### config.mk
export PLATFORM = sky130hd
export DESIGN_NAME = onchip_mem_arbiter_flat
export DESIGN_NICKNAME = d
export VERILOG_FILES = /design/src/rtl/onchip_mem_arbiter_if.sv /design/src/rtl/onchip_mem_arbiter.sv /design/src/flat_wrapper.sv
export SDC_FILE = /design/constraint.sdc
export NUM_CORES = 1
export LEC_CHECK = 0
export CORE_AREA = 2 2 101 103
export DETAILED_ROUTE_END_ITERATION = 8
export DIE_AREA = 0 0 103 105
export HOLD_SLACK_MARGIN = 0.02
export SKIP_CTS_REPAIR_TIMING = 1
export SYNTH_ARGS = -nofsm -noshare
export SYNTH_HDL_FRONTEND = slang
export SYNTH_SLANG_ARGS = --single-unit
### constraint.sdc
create_clock -name clk -period 4.9 [get_ports clk]
set_clock_uncertainty 0.1 [all_clocks]
set_input_delay 0.49 -clock clk [delete_from_list [all_inputs] [get_ports clk]]
set_output_delay 0.49 -clock clk [all_outputs]
set_load 0.02 [all_outputs]
### src/rtl/onchip_mem_arbiter_if.sv
// rtl/onchip_mem_arbiter_if.sv - two-master / one-RAM bus bundle for the on-chip memory arbiter
interface onchip_mem_arbiter_if #(
    parameter int ADDR_W = 13,
    parameter int DATA_W = 32
);
    localparam int BE_W = DATA_W / 8;

    logic [ADDR_W-1:0] m0_address;
    logic [BE_W-1:0]   m0_byteenable;
    logic              m0_read;
    logic              m0_write;
    logic [DATA_W-1:0] m0_writedata;
    logic              m0_lock;
    logic              m0_waitrequest;
    logic [DATA_W-1:0] m0_readdata;
    logic              m0_readdatavalid;

    logic [ADDR_W-1:0] m1_address;
    logic [BE_W-1:0]   m1_byteenable;
    logic              m1_read;
    logic              m1_write;
    logic [DATA_W-1:0] m1_writedata;
    logic              m1_lock;
    logic              m1_waitrequest;
    logic [DATA_W-1:0] m1_readdata;
    logic              m1_readdatavalid;

    logic [ADDR_W-1:0] mem_address;
    logic [BE_W-1:0]   mem_byteenable;
    logic              mem_chipselect;
    logic              mem_write;
    logic [DATA_W-1:0] mem_writedata;
    logic [DATA_W-1:0] mem_readdata;

    modport slave (
        input  m0_address, m0_byteenable, m0_read, m0_write, m0_writedata, m0_lock,
        output m0_waitrequest, m0_readdata, m0_readdatavalid,
        input  m1_address, m1_byteenable, m1_read, m1_write, m1_writedata, m1_lock,
        output m1_waitrequest, m1_readdata, m1_readdatavalid,
        output mem_address, mem_byteenable, mem_chipselect, mem_write, mem_writedata,
        input  mem_readdata
    );

    modport master (
        output m0_address, m0_byteenable, m0_read, m0_write, m0_writedata, m0_lock,
        input  m0_waitrequest, m0_readdata, m0_readdatavalid,
        output m1_address, m1_byteenable, m1_read, m1_write, m1_writedata, m1_lock,
        input  m1_waitrequest, m1_readdata, m1_readdatavalid,
        input  mem_address, mem_byteenable, mem_chipselect, mem_write, mem_writedata,
        output mem_readdata
    );
endinterface

### src/rtl/onchip_mem_arbiter.sv
// rtl/onchip_mem_arbiter.sv - round-robin two-master arbiter with lock for a single-port on-chip RAM
module onchip_mem_arbiter #(
    parameter int ADDR_W = 13,
    parameter int DATA_W = 32
) (
    input  logic                  clk,
    input  logic                  reset_n,
    onchip_mem_arbiter_if.slave   bus
);
    typedef enum logic [1:0] {
        LOCK_NONE = 2'd0,
        LOCK_M0   = 2'd1,
        LOCK_M1   = 2'd2
    } lock_state_e;

    lock_state_e lock_q, lock_d;
    logic        last_grant_q, last_grant_d;
    logic        rd_valid_q, rd_valid_d;
    logic        rd_owner_q, rd_owner_d;

    logic        req0, req1;
    logic        gnt0, gnt1;
    logic        accept;
    logic        sel_write;
    logic        sel_lock;

    assign req0 = bus.m0_read | bus.m0_write;
    assign req1 = bus.m1_read | bus.m1_write;

    // Grant depends only on registered lock/last_grant state and the request lines,
    // so mem_readdata never reaches a waitrequest.
    always_comb begin
        gnt0 = 1'b0;
        gnt1 = 1'b0;
        if (reset_n) begin
            unique case (lock_q)
                LOCK_M0: gnt0 = req0;
                LOCK_M1: gnt1 = req1;
                default: begin
                    if (req0 && req1) begin
                        gnt0 = last_grant_q;
                        gnt1 = ~last_grant_q;
                    end else begin
                        gnt0 = req0;
                        gnt1 = req1;
                    end
                end
            endcase
        end
    end

    assign accept    = gnt0 | gnt1;
    assign sel_write = gnt1 ? bus.m1_write : bus.m0_write;
    assign sel_lock  = gnt1 ? bus.m1_lock  : bus.m0_lock;

    assign bus.m0_waitrequest = ~gnt0;
    assign bus.m1_waitrequest = ~gnt1;

    assign bus.mem_chipselect = accept;
    assign bus.mem_write      = accept & sel_write;
    assign bus.mem_address    = gnt1 ? bus.m1_address    : bus.m0_address;
    assign bus.mem_byteenable = gnt1 ? bus.m1_byteenable : bus.m0_byteenable;
    assign bus.mem_writedata  = gnt1 ? bus.m1_writedata  : bus.m0_writedata;

    // Read data is broadcast; only the valid strobe is steered to the owner.
    assign bus.m0_readdata      = bus.mem_readdata;
    assign bus.m1_readdata      = bus.mem_readdata;
    assign bus.m0_readdatavalid = rd_valid_q & ~rd_owner_q;
    assign bus.m1_readdatavalid = rd_valid_q &  rd_owner_q;

    always_comb begin
        lock_d       = lock_q;
        last_grant_d = last_grant_q;
        rd_owner_d   = rd_owner_q;
        rd_valid_d   = accept & ~sel_write;
        if (accept) begin
            last_grant_d = gnt1;
            if (!sel_write) begin
                rd_owner_d = gnt1;
            end
            // Only the owner can be accepted while locked, so an unlocked accept releases it.
            if (sel_lock) begin
                lock_d = gnt1 ? LOCK_M1 : LOCK_M0;
            end else begin
                lock_d = LOCK_NONE;
            end
        end
    end

    always_ff @(posedge clk or negedge reset_n) begin
        if (!reset_n) begin
            lock_q       <= LOCK_NONE;
            last_grant_q <= 1'b1;
            rd_valid_q   <= 1'b0;
            rd_owner_q   <= 1'b0;
        end else begin
            lock_q       <= lock_d;
            last_grant_q <= last_grant_d;
            rd_valid_q   <= rd_valid_d;
            rd_owner_q   <= rd_owner_d;
        end
    end
endmodule

### src/flat_wrapper.sv
// flat-port wrapper written by rule: the top's interface ports become plain ports
module onchip_mem_arbiter_flat 
#(
    parameter int ADDR_W = 13,
    parameter int DATA_W = 32
)
  (clk, reset_n, bus_m0_address, bus_m0_byteenable, bus_m0_read, bus_m0_write, bus_m0_writedata, bus_m0_lock, bus_m0_waitrequest, bus_m0_readdata, bus_m0_readdatavalid, bus_m1_address, bus_m1_byteenable, bus_m1_read, bus_m1_write, bus_m1_writedata, bus_m1_lock, bus_m1_waitrequest, bus_m1_readdata, bus_m1_readdatavalid, bus_mem_address, bus_mem_byteenable, bus_mem_chipselect, bus_mem_write, bus_mem_writedata, bus_mem_readdata);
  onchip_mem_arbiter_if #(.ADDR_W(ADDR_W), .DATA_W(DATA_W)) bus_i ();
  input  logic clk;
  input  logic reset_n;
  input wire logic [$bits(bus_i.m0_address)-1:0] bus_m0_address;
  input wire logic [$bits(bus_i.m0_byteenable)-1:0] bus_m0_byteenable;
  input wire logic [$bits(bus_i.m0_read)-1:0] bus_m0_read;
  input wire logic [$bits(bus_i.m0_write)-1:0] bus_m0_write;
  input wire logic [$bits(bus_i.m0_writedata)-1:0] bus_m0_writedata;
  input wire logic [$bits(bus_i.m0_lock)-1:0] bus_m0_lock;
  output wire logic [$bits(bus_i.m0_waitrequest)-1:0] bus_m0_waitrequest;
  output wire logic [$bits(bus_i.m0_readdata)-1:0] bus_m0_readdata;
  output wire logic [$bits(bus_i.m0_readdatavalid)-1:0] bus_m0_readdatavalid;
  input wire logic [$bits(bus_i.m1_address)-1:0] bus_m1_address;
  input wire logic [$bits(bus_i.m1_byteenable)-1:0] bus_m1_byteenable;
  input wire logic [$bits(bus_i.m1_read)-1:0] bus_m1_read;
  input wire logic [$bits(bus_i.m1_write)-1:0] bus_m1_write;
  input wire logic [$bits(bus_i.m1_writedata)-1:0] bus_m1_writedata;
  input wire logic [$bits(bus_i.m1_lock)-1:0] bus_m1_lock;
  output wire logic [$bits(bus_i.m1_waitrequest)-1:0] bus_m1_waitrequest;
  output wire logic [$bits(bus_i.m1_readdata)-1:0] bus_m1_readdata;
  output wire logic [$bits(bus_i.m1_readdatavalid)-1:0] bus_m1_readdatavalid;
  output wire logic [$bits(bus_i.mem_address)-1:0] bus_mem_address;
  output wire logic [$bits(bus_i.mem_byteenable)-1:0] bus_mem_byteenable;
  output wire logic [$bits(bus_i.mem_chipselect)-1:0] bus_mem_chipselect;
  output wire logic [$bits(bus_i.mem_write)-1:0] bus_mem_write;
  output wire logic [$bits(bus_i.mem_writedata)-1:0] bus_mem_writedata;
  input wire logic [$bits(bus_i.mem_readdata)-1:0] bus_mem_readdata;
  assign bus_i.m0_address = bus_m0_address;
  assign bus_i.m0_byteenable = bus_m0_byteenable;
  assign bus_i.m0_read = bus_m0_read;
  assign bus_i.m0_write = bus_m0_write;
  assign bus_i.m0_writedata = bus_m0_writedata;
  assign bus_i.m0_lock = bus_m0_lock;
  assign bus_m0_waitrequest = bus_i.m0_waitrequest;
  assign bus_m0_readdata = bus_i.m0_readdata;
  assign bus_m0_readdatavalid = bus_i.m0_readdatavalid;
  assign bus_i.m1_address = bus_m1_address;
  assign bus_i.m1_byteenable = bus_m1_byteenable;
  assign bus_i.m1_read = bus_m1_read;
  assign bus_i.m1_write = bus_m1_write;
  assign bus_i.m1_writedata = bus_m1_writedata;
  assign bus_i.m1_lock = bus_m1_lock;
  assign bus_m1_waitrequest = bus_i.m1_waitrequest;
  assign bus_m1_readdata = bus_i.m1_readdata;
  assign bus_m1_readdatavalid = bus_i.m1_readdatavalid;
  assign bus_mem_address = bus_i.mem_address;
  assign bus_mem_byteenable = bus_i.mem_byteenable;
  assign bus_mem_chipselect = bus_i.mem_chipselect;
  assign bus_mem_write = bus_i.mem_write;
  assign bus_mem_writedata = bus_i.mem_writedata;
  assign bus_i.mem_readdata = bus_mem_readdata;
  onchip_mem_arbiter #(.ADDR_W(ADDR_W), .DATA_W(DATA_W)) u_core (.clk(clk), .reset_n(reset_n), .bus(bus_i));
endmodule
# After elaboration in Yosys (flattened, before gate mapping)
# Index checks and enable logic that the tools add are counted.
# word_totals
reg_bits	5
in_bits	138
output_inout_bits	119
elab_cells	33
# classes
eq_ne	2
muxes	13
n_bitwise	12
reduce_logical	2
# ops
operator	count
$mux W32	1
$mux W13	1
$mux W1	6
$not A1 Y1	5
$and A1 B1 Y1	4
$mux W2	2
$mux W4	1
$pmux W1 S2	2
$or A1 B1 Y1	3
$eq A2 B1 Y1 const B	1
$eq A2 B2 Y1 const B	1
$reduce_and A2 Y1	1
$logic_and A1 B1 Y1	1

# Logic depth before layout (Yosys ltp)
# depth
ltp_word	8
ltp_mapped	10
depth_no_buf	7

# Worst setup path before layout
# OpenSTA, ideal clock, no wires.
# synth_timing
kind	flip-flop to output port
from	register u_core.lock_q[0]
to	output port bus_mem_address[10]
t_arrival_ns	1.625
required_ns	4.310
slack_ns	2.685
stages_incl_launch_ff	10
path_buffers	3
path_cell_list	dfrtp_1 inv_1 ha_1 o2111a_1 buf_6 inv_2 buf_6 buf_8 nand2_1 nand2_1
# synth_between
elab_chain_len	4
word_cells_on_any_way	5
classes_between	eq/ne: 2; mux: 3
# synth_rtl
item	line	rtl
from (decl)	onchip_mem_arbiter.sv:16	lock_state_e lock_q, lock_d;
from (signal assigned)	onchip_mem_arbiter.sv:97	lock_q <= lock_d;
$eq A2 B2 Y1 or $eq A2 B1 Y1 (tied branches)	onchip_mem_arbiter.sv:36	unique case (lock_q)
$pmux W1 S2 (*)	onchip_mem_arbiter.sv:36	
$mux W1 (*)	onchip_mem_arbiter.sv:35	if (reset_n) begin
$mux W13 (*)	onchip_mem_arbiter.sv:61	assign bus.mem_address = gnt1 ? bus.m1_address : bus.m0_address;
to (decl)	flat_wrapper.sv:29	output wire logic [$bits(bus_i.mem_address)-1:0] bus_mem_address;
# Every way passes the cells marked *; elsewhere a longest branch is shown, timed or not.

# Worst setup path after layout
# layout_timing
from	input port bus_m1_write
to	output port bus_mem_writedata[4]
# layout_between
elab_chain_len	6
# layout_rtl
item	line	rtl
from (decl)	flat_wrapper.sv:23	input wire logic [$bits(bus_i.m1_write)-1:0] bus_m1_write;
$or A1 B1 Y1 (*)	onchip_mem_arbiter.sv:28	assign req1 = bus.m1_read | bus.m1_write;
$logic_and A1 B1 Y1	onchip_mem_arbiter.sv:40	if (req0 && req1) begin
$mux W1	onchip_mem_arbiter.sv:40	
$pmux W1 S2 (*)	onchip_mem_arbiter.sv:36	
$mux W1 (*)	onchip_mem_arbiter.sv:35	
$mux W32 (*)	onchip_mem_arbiter.sv:63	assign bus.mem_writedata = gnt1 ? bus.m1_writedata : bus.m0_writedata;
to (decl)	flat_wrapper.sv:33	output wire logic [$bits(bus_i.mem_writedata)-1:0] bus_mem_writedata;
# Marks and branches as above.

==> results.tsv <==
metric	value	unit
design area	2680	sq um
Remaining DRCs	0	
Cell Area, Synth	1440	sq um
Worst setup SP type	primary input	
diode count	0	
Max rail drop VDD	0.000306	V
crit path max fanout	56	
CP max stage delay	0.66	ns
DR WL/cell	12.2	um
die width	103	um
NetSw	0.000630	W
Nets	487	
Reg clk slew, reported paths	0.03	ns
element type at the critical path end	output pin	
worst setup path class	primary input to output pin	
worst-skew pair later-pin latency	0.22	ns
clock network fraction of design power	0.060	
Pleak	1.21	nW
Final Core Density	0.278	
All-Layer GR Usage	0.0967	
Die Ht	105	um
final setup vio count	0	
yosys warns	0	
routability cong.	0.782	
synthesis-to-finish area growth	85.4	%
CP Buf/Inv Count	3	
Avg Cell Area, Syn	5.61	sq um
TritonCTS clock tree	done	
Max Slew Vio Count	0	
Tmin final	3.52	ns
Synth area leader	nand2_1	
Slew HR	0.387	
sequential power share	0.062	
core area	9640	sq um
layout cells sized above 1	0.0289	
Min-Delay Path Class	flop to flop	
max_cap viols	0	
top cells by area, synth	nand2_1 41%, buf_4 33%, dfrtp_1 6.9%	
fillers	1077	
final period utilization	0.718	
Max Freq	0.284	GHz
largest net degree at the start of global routing	57	
Worst path top cell family by delay	buffers and inverters	
Critical Path RT	4.31	ns
H-tree depth	1	
sequential cell area fraction in the yosys report	0.0876	
Total Neg Setup Slack	0	ns
area share of the largest cell type after synthesis	0.406	
Pre-Repair DR Iteration Count	4	
final WL	5850	um
die area	10800	sq um
CP max-delay cell	inv_2	
PwrDens	466	nW/um^2
CP Cell Sequence	clkdlybuf4s50_1 > or2_1 > o2111a_2 > inv_2 > nand2_1 > nand2_1 > clkdlybuf4s50_1	
HPWL after DPL	4760	um
crit path DAT	2.93	ns
Via density	3.77	
worst slew pin tran	0.918	ns
I/O pins	257	
CTS Buf Count	3	
CTS max path bufs	2	
switch share	0.506	
RSZ-0062 raised after global routing	false	
syn_nets	397	
outcome	finished, final reports clean	
# rows	36	
Int Power	0.000615	W
Initial DRC Count	64	
#FFs+latches synth	5	
Distinct cells, synth	23	
DRT antenna net count	0	
vias in the first global route	1702	
final hold violations	0	
Comb power frac	0.878	
clock sink total	5	
initial antenna violation count	0	
Placed Area	2630	sq um
Initial Utilization	0.150	
Synth Instances	257	
vias	1806	
grt total ovfl	0	
global-route wire length before repair	8280	um
Buffers on Ports	160	
clock root buffer	clkbuf_8	
## final cells by class
| type | count | area (sq um) | share of cell area |
|---|---|---|---|
| multi-input cells | 171 | 709 | 0.265 |
| repair buffers | 161 | 1610 | 0.601 |
| clock buffers | 4 | 45.0 | 0.0168 |
| flip-flops and latches | 5 | 126 | 0.0472 |
| well taps | 133 | 166 | 0.0622 |
| inverters | 5 | 18.8 | 0.00702 |
## state kept, by name (all words and copies together) (netlist names)
signal,cells
u_core.lock_q,2
u_core.rd_valid_q,1
u_core.rd_owner_q,1
u_core.last_grant_q,1
## per-layer routing
layer	share of wire	wire length, um	global-route usage	vias up
met4	0.038	225	0.0423	0
met2	0.49	2860	0.177	140
met1	0.34	2010	0.0973	751
met5	0	0	0	-
li1	-	-	-	887
met3	0.13	761	0.0308	28
## placed cells by master (no fill, tap or decap)
cell,n
a21oi_1,1
a31oi_2,1
and2_1,1
buf_4,1
clkbuf_1,1
clkbuf_8,3
clkdlybuf4s50_1,160
dfrtp_1,4
dfstp_2,1
ha_1,2
inv_1,3
inv_2,2
nand2_1,156
nand3_1,1
nor2b_1,1
o2111a_2,1
o211ai_2,1
o21ai_1,2
o221ai_1,1
o22ai_1,1
o31ai_1,1
or2_1,1
## path summary, 6_finish.rpt
path,slack [ns],end,depth (start not counted),startpoint
max,1.38,bus_mem_writedata[4],7,bus_m1_write
min,0.38,u_core.last_grant_q,2,u_core.last_grant_q
max reg2reg,2.65,u_core.lock_q[1],6,u_core.lock_q[0]
min reg2reg,0.38,u_core.last_grant_q,2,u_core.last_grant_q
max in group asynchronous,3.99,u_core.last_grant_q,1,reset_n
min in group asynchronous,0.43,u_core.lock_q[0],1,reset_n
## worst min-delay path: cells and delay by family, from the launching register on
kind             cells  cell delay [ns]
DFF                  1             0.37
and+or+nand+nor      2             0.11
## cell families after synthesis
kind of cell / synth area share
compound gates: 0.0512
buf+inv: 0.422
fa+ha+maj: 0.0173
simple gates: 0.422
flops: 0.0876
## power groups by stage
| stage | logic [W] | registers (W) | clock network [W] |
|---|---|---|---|
| detailed placement | 0.00111 | 0.0000782 | 0 |
| floorplan | 0.000715 | 0.0000749 | 0 |
| global placement | 0.00110 | 0.0000776 | 0 |
| global route | 0.00119 | 0.0000801 | 0.0000814 |
| CTS | 0.00112 | 0.0000777 | 0.0000771 |
| finish | 0.00109 | 0.0000774 | 0.0000745 |
## synth_stat cells, drive strengths merged
master,count
a31oi,1
ha,2
clkbuf,3
and2,1
or2,1
o211ai,1
dfstp,1
inv,5
o221ai,1
buf,73
nor2b,1
o22ai,1
o21ai,2
nand2,156
a21oi,1
nand3,1
dfrtp,4
o2111a,1
o31ai,1
## per-stage QoR
| stage | std cells | hold WS (ns) | power, W | setup WS, ns |
|---|---|---|---|---|
| 6_report | 479 | 0.385 | 0.00125 | 1.38 |
| 4_1_cts | 479 | 0.393 | 0.00127 | 1.33 |
| 5_1_grt | 479 | 0.415 | 0.00135 | 1.18 |
| 2_1_floorplan | 257 | 0.0944 | 0.000790 | 2.69 |
| 3_3_place_gp | 475 | 0.371 | 0.00118 | 1.38 |
| 3_5_place_dp | 475 | 0.387 | 0.00119 | 1.34 |
Note: power is estimated with default switching activity, not from simulation.
